$ cat src/rtl/btn_pkg.sv
// Shared types and defaults for the push-button debounce path.
// The optional auto-repeat feature is enabled with the BTN_AUTOREPEAT_EN macro.
package btn_pkg;

    typedef enum logic [1:0] {
        IDLE         = 2'd0,
        PRESS_WAIT   = 2'd1,
        PRESSED      = 2'd2,
        RELEASE_WAIT = 2'd3
    } btn_state_e;

    localparam int unsigned DEF_STABLE_CYCLES = 4;
    localparam int unsigned DEF_REPEAT_DELAY  = 16;
    localparam int unsigned DEF_REPEAT_PERIOD = 8;

    // One counter width covers stable, delay and period counts so none can wrap.
    function automatic int unsigned cnt_width(input int unsigned a,
                                              input int unsigned b,
                                              input int unsigned c);
        int unsigned m;
        m = a;
        if (b > m) m = b;
        if (c > m) m = c;
        return $clog2(m) + 1;
    endfunction

endpackage

$ cat src/rtl/btn_debounce_pulse_sync_2ff.sv
// Two-flop synchroniser with synchronous active-high reset; q_o is the second flop.
module sync_2ff (
    input  logic clk,
    input  logic reset,
    input  logic d_i,
    output logic q_o
);

    logic ff1_q;
    logic ff2_q;

    always_ff @(posedge clk) begin
        if (reset) begin
            ff1_q <= 1'b0;
            ff2_q <= 1'b0;
        end else begin
            ff1_q <= d_i;
            ff2_q <= ff1_q;
        end
    end

    assign q_o = ff2_q;

endmodule

$ cat src/rtl/btn_debounce_pulse.sv
// Button debouncer: synchronise, stable-count filter, one-cycle press strobe and debounced level.
// Define BTN_AUTOREPEAT_EN to add auto-repeat strobes while the button stays pressed.
module btn_debounce_pulse
    import btn_pkg::*;
#(
    parameter int unsigned STABLE_CYCLES = DEF_STABLE_CYCLES,
    parameter int unsigned REPEAT_DELAY  = DEF_REPEAT_DELAY,
    parameter int unsigned REPEAT_PERIOD = DEF_REPEAT_PERIOD
) (
    input  logic clk,
    input  logic reset,
    input  logic btn_in,
    output logic pulse_out,
    output logic level_out,
    output logic busy
);

    localparam int unsigned CNT_W = cnt_width(STABLE_CYCLES, REPEAT_DELAY, REPEAT_PERIOD);
    localparam logic [CNT_W-1:0] STABLE_LAST = CNT_W'(STABLE_CYCLES - 1);
    localparam logic [CNT_W-1:0] CNT_ONE     = CNT_W'(1);

    logic             sync;
    btn_state_e       state_q, state_d;
    logic [CNT_W-1:0] cnt_q, cnt_d;
    logic             pulse_q, pulse_d;
    logic             level_q, level_d;
    logic             busy_q, busy_d;
    logic             rpt_fire;

    sync_2ff u_sync (
        .clk   (clk),
        .reset (reset),
        .d_i   (btn_in),
        .q_o   (sync)
    );

    always_ff @(posedge clk) begin
        if (reset) begin
            state_q <= IDLE;
            cnt_q   <= '0;
            pulse_q <= 1'b0;
            level_q <= 1'b0;
            busy_q  <= 1'b0;
        end else begin
            state_q <= state_d;
            cnt_q   <= cnt_d;
            pulse_q <= pulse_d;
            level_q <= level_d;
            busy_q  <= busy_d;
        end
    end

    always_comb begin
        state_d = state_q;
        cnt_d   = cnt_q;
        case (state_q)
            IDLE: begin
                if (sync) begin
                    state_d = PRESS_WAIT;
                    cnt_d   = '0;
                end
            end
            PRESS_WAIT: begin
                if (!sync) begin
                    state_d = IDLE;
                    cnt_d   = '0;
                end else if (cnt_q == STABLE_LAST) begin
                    state_d = PRESSED;
                    cnt_d   = '0;
                end else begin
                    cnt_d = cnt_q + CNT_ONE;
                end
            end
            PRESSED: begin
                if (!sync) begin
                    state_d = RELEASE_WAIT;
                    cnt_d   = '0;
                end
            end
            RELEASE_WAIT: begin
                if (sync) begin
                    state_d = PRESSED;
                    cnt_d   = '0;
                end else if (cnt_q == STABLE_LAST) begin
                    state_d = IDLE;
                    cnt_d   = '0;
                end else begin
                    cnt_d = cnt_q + CNT_ONE;
                end
            end
            default: begin
                state_d = IDLE;
                cnt_d   = '0;
            end
        endcase
    end

    // Outputs are decoded from the next state so they appear registered alongside it.
    always_comb begin
        pulse_d = ((state_q == PRESS_WAIT) && (state_d == PRESSED)) || rpt_fire;
        level_d = (state_d == PRESSED) || (state_d == RELEASE_WAIT);
        busy_d  = (state_d == PRESS_WAIT) || (state_d == RELEASE_WAIT);
    end

`ifdef BTN_AUTOREPEAT_EN
    localparam logic [CNT_W-1:0] DELAY_LAST  = CNT_W'(REPEAT_DELAY - 1);
    localparam logic [CNT_W-1:0] PERIOD_LAST = CNT_W'(REPEAT_PERIOD - 1);

    logic [CNT_W-1:0] rpt_cnt_q, rpt_cnt_d;
    logic             rpt_phase_q, rpt_phase_d;

    // Phase 0 counts the initial delay, phase 1 the repeat period; anything but staying in PRESSED clears both.
    always_comb begin
        rpt_cnt_d   = '0;
        rpt_phase_d = 1'b0;
        rpt_fire    = 1'b0;
        if ((state_q == PRESSED) && (state_d == PRESSED)) begin
            rpt_phase_d = rpt_phase_q;
            if (rpt_cnt_q == (rpt_phase_q ? PERIOD_LAST : DELAY_LAST)) begin
                rpt_fire    = 1'b1;
                rpt_cnt_d   = '0;
                rpt_phase_d = 1'b1;
            end else begin
                rpt_cnt_d = rpt_cnt_q + CNT_ONE;
            end
        end
    end

    always_ff @(posedge clk) begin
        if (reset) begin
            rpt_cnt_q   <= '0;
            rpt_phase_q <= 1'b0;
        end else begin
            rpt_cnt_q   <= rpt_cnt_d;
            rpt_phase_q <= rpt_phase_d;
        end
    end
`else
    assign rpt_fire = 1'b0;
`endif

    assign pulse_out = pulse_q;
    assign level_out = level_q;
    assign busy      = busy_q;

endmodule

$ cat config.mk
export PLATFORM = sky130hd
export DESIGN_NAME = btn_debounce_pulse
export DESIGN_NICKNAME = d
export VERILOG_FILES = /design/src/rtl/btn_pkg.sv /design/src/rtl/btn_debounce_pulse_sync_2ff.sv /design/src/rtl/btn_debounce_pulse.sv
export SDC_FILE = /design/constraint.sdc
export NUM_CORES = 1
export LEC_CHECK = 0
export CORE_AREA = 5 5 42 44
export CTS_BUF_LIST = sky130_fd_sc_hd__clkbuf_4
export DETAILED_ROUTE_END_ITERATION = 8
export DIE_AREA = 0 0 47 49
export GPL_ROUTABILITY_DRIVEN = 0
export GPL_TIMING_DRIVEN = 0
export PLACE_DENSITY_LB_ADDON = 0.25
export REMOVE_ABC_BUFFERS = 1
export SLEW_MARGIN = 20
export SYNTH_ARGS = -nofsm -noshare
export SYNTH_HDL_FRONTEND = slang
export SYNTH_SLANG_ARGS = --single-unit
$ cat constraint.sdc
create_clock -name clk -period 1.9 [get_ports clk]
set_input_delay 0.57 -clock clk [delete_from_list [all_inputs] [get_ports clk]]
set_output_delay 0.57 -clock clk [all_outputs]
set_load 0.05 [all_outputs]
## Word level (Yosys, flattened, before mapping)

Index checks and enable logic that the tools add are counted.

- Register bits after elaboration: 12
- Input bits: 3

- Reductions and logical operators: 5
- Muxes and demuxes: 13
- Equal/unequal tests: 9
- Add/sub/neg operators: 1

Operator list:

| cell | count |
|---|---|
| 5-bit 2-to-1 mux | 5 |
| 5-bit one-hot mux with 4 select lines | 1 |
| 2-bit 2-to-1 mux | 6 |
| 2-bit equality test (second input constant) | 4 |
| 2-bit one-hot mux with 4 select lines | 1 |
| 5-bit by 1-bit adder with 5-bit output (second input constant) | 1 |
| 5-bit by 2-bit equality test with 1-bit output (second input constant) | 1 |
| 2-bit by 1-bit equality test with 1-bit output (second input constant) | 2 |
| 2-bit zero test | 1 |
| 1-bit logical OR | 2 |
| 2-bit by 1-bit != test with 1-bit output (second input constant) | 1 |
| 2-bit != test (second input constant) | 1 |
| 2-bit AND reduction | 1 |
| 1-bit logical AND | 1 |

## Logic depth before layout (Yosys ltp)

- Depth in word-level cells: 6
- Depth in mapped cells: 4
- Mapped depth without buffers: 4

## Modules after synthesis

Synthesis repeated with hierarchy kept, for this count alone.

- Cells, all modules: 52
- Area total of the unflattened synthesis: 508.0 µm²

By module, submodules not included:

| module | instances | area each (µm²) | sequential area each (µm²) | cells each |
|---|---|---|---|---|
| btn_debounce_pulse | 1 | 455.4 | 180.2 | 48 |
| sync_2ff | 1 | 52.6 | 40.0 | 4 |

## Worst setup path after synthesis

Ideal clock, no wire load.

- Path type: reg-to-reg
- Start point: register busy (netlist name)
- End point: register cnt_q[0]
- Stages on the path, launching flop included: 5
- Arrival time: 1.574 ns
- Setup time: 0.071 ns
- Setup slack: 0.255 ns
- Cell sequence: dfxtp_1 -> buf_2 -> inv_1 -> or4_1 -> a21oi_1

RTL lines:

| what | RTL line | source |
|---|---|---|
| to (signal assigned) | btn_debounce_pulse.sv:46 | `cnt_q <= cnt_d;` |
| to (decl) | btn_debounce_pulse.sv:24 | `logic [CNT_W-1:0] cnt_q, cnt_d;` |

## Worst setup path after layout

- Start point: register busy_q (netlist: busy)
- End point: output busy

RTL lines:

| what | RTL line | source |
|---|---|---|
| from (decl) | btn_debounce_pulse.sv:27 | `logic busy_q, busy_d;` |
| from (signal assigned) | btn_debounce_pulse.sv:49 | `busy_q <= busy_d;` |
| to (decl) | btn_debounce_pulse.sv:15 | `output logic busy` |

No word-level cell between the ends.

==> results.yml <==
floorplanning:
  core-area_mm2: 0.00140
  die_y_um: 49
  fp-row-count: 14
  io_pins: 6
  dieArea_mm2: 0.00230
  floorplan.initialDensity_pct: 35.7
  fp.dieW_um: 47
clocking:
  numClockSinks: 11
  postCtsHoldBufs: 0
  clock_tree.buffer_depth: 2
  cts_resized: 5
  clockRootBuffer: "clkbuf_4"
  post_cts_buffers: 0
  cts_made_buffers: 3
  clkSlewWorstSetupHoldPaths_ps: 70
  cts_tree: "built"
  htreeDepth: 1
  clk_latency_ps: 270
power:
  power.switching_mw: 0.0949
  p_int_mw: 0.337
  leakagePower_nw: 0.219
  clkPwrFrac_pct: 40.8
  peakVddDrop_v: 0.000445
  cellPowerDensity_mw_per_mm2: 731
  sw_frac_of_total_pct: 22.0
  p_seq_share_pct: 54.7
  p_comb_share_pct: 4.5
synthesis:
  syn_area_um2: 500
  syn_area_per_cell_um2: 9.62
  yosysSeqAreaShare_pct: 44.0
  synth_edf_count: 0
  ys_ff_latch: 11
  ys.warnings.count: 0
  async_flop_share_pct: 0
  synth_cell_types: 25
  synth_flop_cell: "dfxtp_1"
  synthCells: 52
drt:
  ant_nets: 0
  wirelength_um: 923
  viasPerCell: 5.39
  drc_errors: 0
  drt_iter0_drc: 11
  drtPass1Iterations: 4
  via_count: 404
  routedWlPerCell_um: 12.3
critical_path:
  cp-startpoint: "busy"
  reg2reg_to: "state_q[1]"
  cp_num_buf_inv: 1
  worstPathArrival_ps: 1190
  crit_fanout: 10
  r2r_start: "cnt_q[0]"
  r2r_setup_slack_ps: 360
  crit_end: "busy"
  cp.required_ps: 1330
  worstRegToRegCells: 4
  path_delay_family: "flip-flops"
  critPathKind: "register to output pin"
  cpPeakStageDelay_ps: 490
  worst_setup_path_end_kind: "output pin"
  worstSetupStartpointType: "register"
  worst_path_max_delay_cell: "dfxtp_1"
  crit_chain: "clkdlybuf4s15_2"
  worstSetupPathDepth: 1
sta:
  whs_ps: 434
  relSlewSlack_pct: 67.6
  fin_skew_ps: 2.65
  report.final.hold_viol_count: 0
  period_needed_ps: 1760
  finalCritPeriodShare_pct: 92.5
  finalWorstSetupSlack_ps: 142
  worstMarginPinSlew_ps: 487
  rsz0062_at_grt: "false"
  finalSetupViolCount: 0
  tns_ps: 0
  drv_slew: 0
  fmax_mhz: 569
placement:
  dp_cells: 71
  place_area_um2: 562
  place_ws_ps: -50.7
  dp_hpwl_um: 628
  portBuffers: 5
global_route:
  grt-ovfl-total: 0
  antenna_found_initial: 0
  grt_max_degree: 14
  grt_pass1_vias: 375
  grt_first_pass_wirelength_um: 1580
  track_usage_pct: 9.60
status:
  status: "complete, no violations"
job:
  maxCapViolCount: 0
layout:
  num_antenna_cells: 0
  layoutNonFillerInstCount: 75
  drive_gt1_share_pct: 13.6
  nets: 64
  syn_to_final_growth_pct: 18.0
  fin_area_um2: 591
worst_hold_path:
  hold_class: "register to register"
-- cells by family after synthesis --
| kind of cell | count (synthesis) | share of synthesized area, % |
|---|---|---|
| xor gates and xnor gates | 3 | 6.75 |
| DFF | 11 | 44.0 |
| AOI/OAI and AO/OA | 8 | 11.8 |
| adders and majority gates | 1 | 2.50 |
| buffers and inverters | 4 | 3.25 |
| and+or+nand+nor | 25 | 31.8 |
-- cell usage after synthesis, types with 2 or more instances --
cell      count  share of area [%]
inv_1         2                1.5
and3_1        2                2.5
nand2_1       3                2.2
nand4_1       3                3.8
a21oi_1       4                4.0
nor2b_1       3                3.8
o311ai_1      2                3.5
dfxtp_1      11                 44
nand3_1       6                6.0
-- layout make-up --
cell class              instances  area (um2)
repair buffers                  5        48.8
multi-input cells              37         264
fillers                       148         811
well taps                      16        20.0
inverters                       2        7.51
clock buffers                   4        30.0
flip-flops and latches         11         220
-- flip-flops by register name (all words and copies together), names as in the netlist --
signal	flops
busy	1
cnt_q	5
level_out	1
pulse_out	1
state_q	1
u_sync.ff1_q	1
u_sync.q_o	1
-- worst min-delay path by stage --
stage / start / endpoint / slack [ps] / cells past startpoint
CTS: u_sync.ff1_q / u_sync.q_o / 440 / 1
finish: u_sync.ff1_q / u_sync.q_o / 430 / 1
floorplan: u_sync.ff1_q / u_sync.q_o / 410 / 1
global route: u_sync.ff1_q / u_sync.q_o / 480 / 1
global placement: u_sync.ff1_q / u_sync.q_o / 420 / 1
detailed placement: u_sync.ff1_q / u_sync.q_o / 420 / 1
-- per-layer routing --
layer / vias up / GRT usage (%) / part of all wire [%]
li1: 209 / - / -
met1: 183 / 12.2 / 48
met2: 7 / 12.9 / 43
met3: 5 / 3.32 / 4.7
met4: 0 / 6.91 / 4.1
met5: - / 0 / 0
-- cell usage in the layout, fill, tap and decap left out --
cell type / n
nand2_1: 3
dfxtp_1: 11
clkdlybuf4s15_2: 1
nand3_1: 6
xor2_1: 1
nand2b_1: 1
inv_1: 2
and3_1: 2
or4b_1: 1
nor4bb_1: 1
a21oi_1: 4
nor2_1: 1
xnor2_1: 1
o311ai_1: 2
clkbuf_4: 4
xor2_2: 1
nor4b_1: 1
ha_1: 1
clkdlybuf4s50_1: 2
nand4_1: 3
o21ai_1: 1
dlygate4sd2_1: 2
nor4b_2: 1
nor2b_1: 3
or4_1: 1
or3_1: 1
o41ai_2: 1
-- through the flow --
step                      utilization [%]  power, mW
after floorplan                         -      0.250
after global placement               40.1      0.261
after detailed placement             40.1      0.261
after CTS                            42.1      0.442
after global routing                 42.1      0.460
final                                42.1      0.432
-- power by group through the flow --
stage                     clock network, mW  registers (mW)  logic, mW
after floorplan                           0           0.243    0.00752
after global placement                    0           0.241     0.0197
after detailed placement                  0           0.242     0.0197
after CTS                             0.186           0.236     0.0197
after global routing                  0.201           0.237     0.0217
final                                 0.176           0.236     0.0194
(Power assumes the default switching activity.)
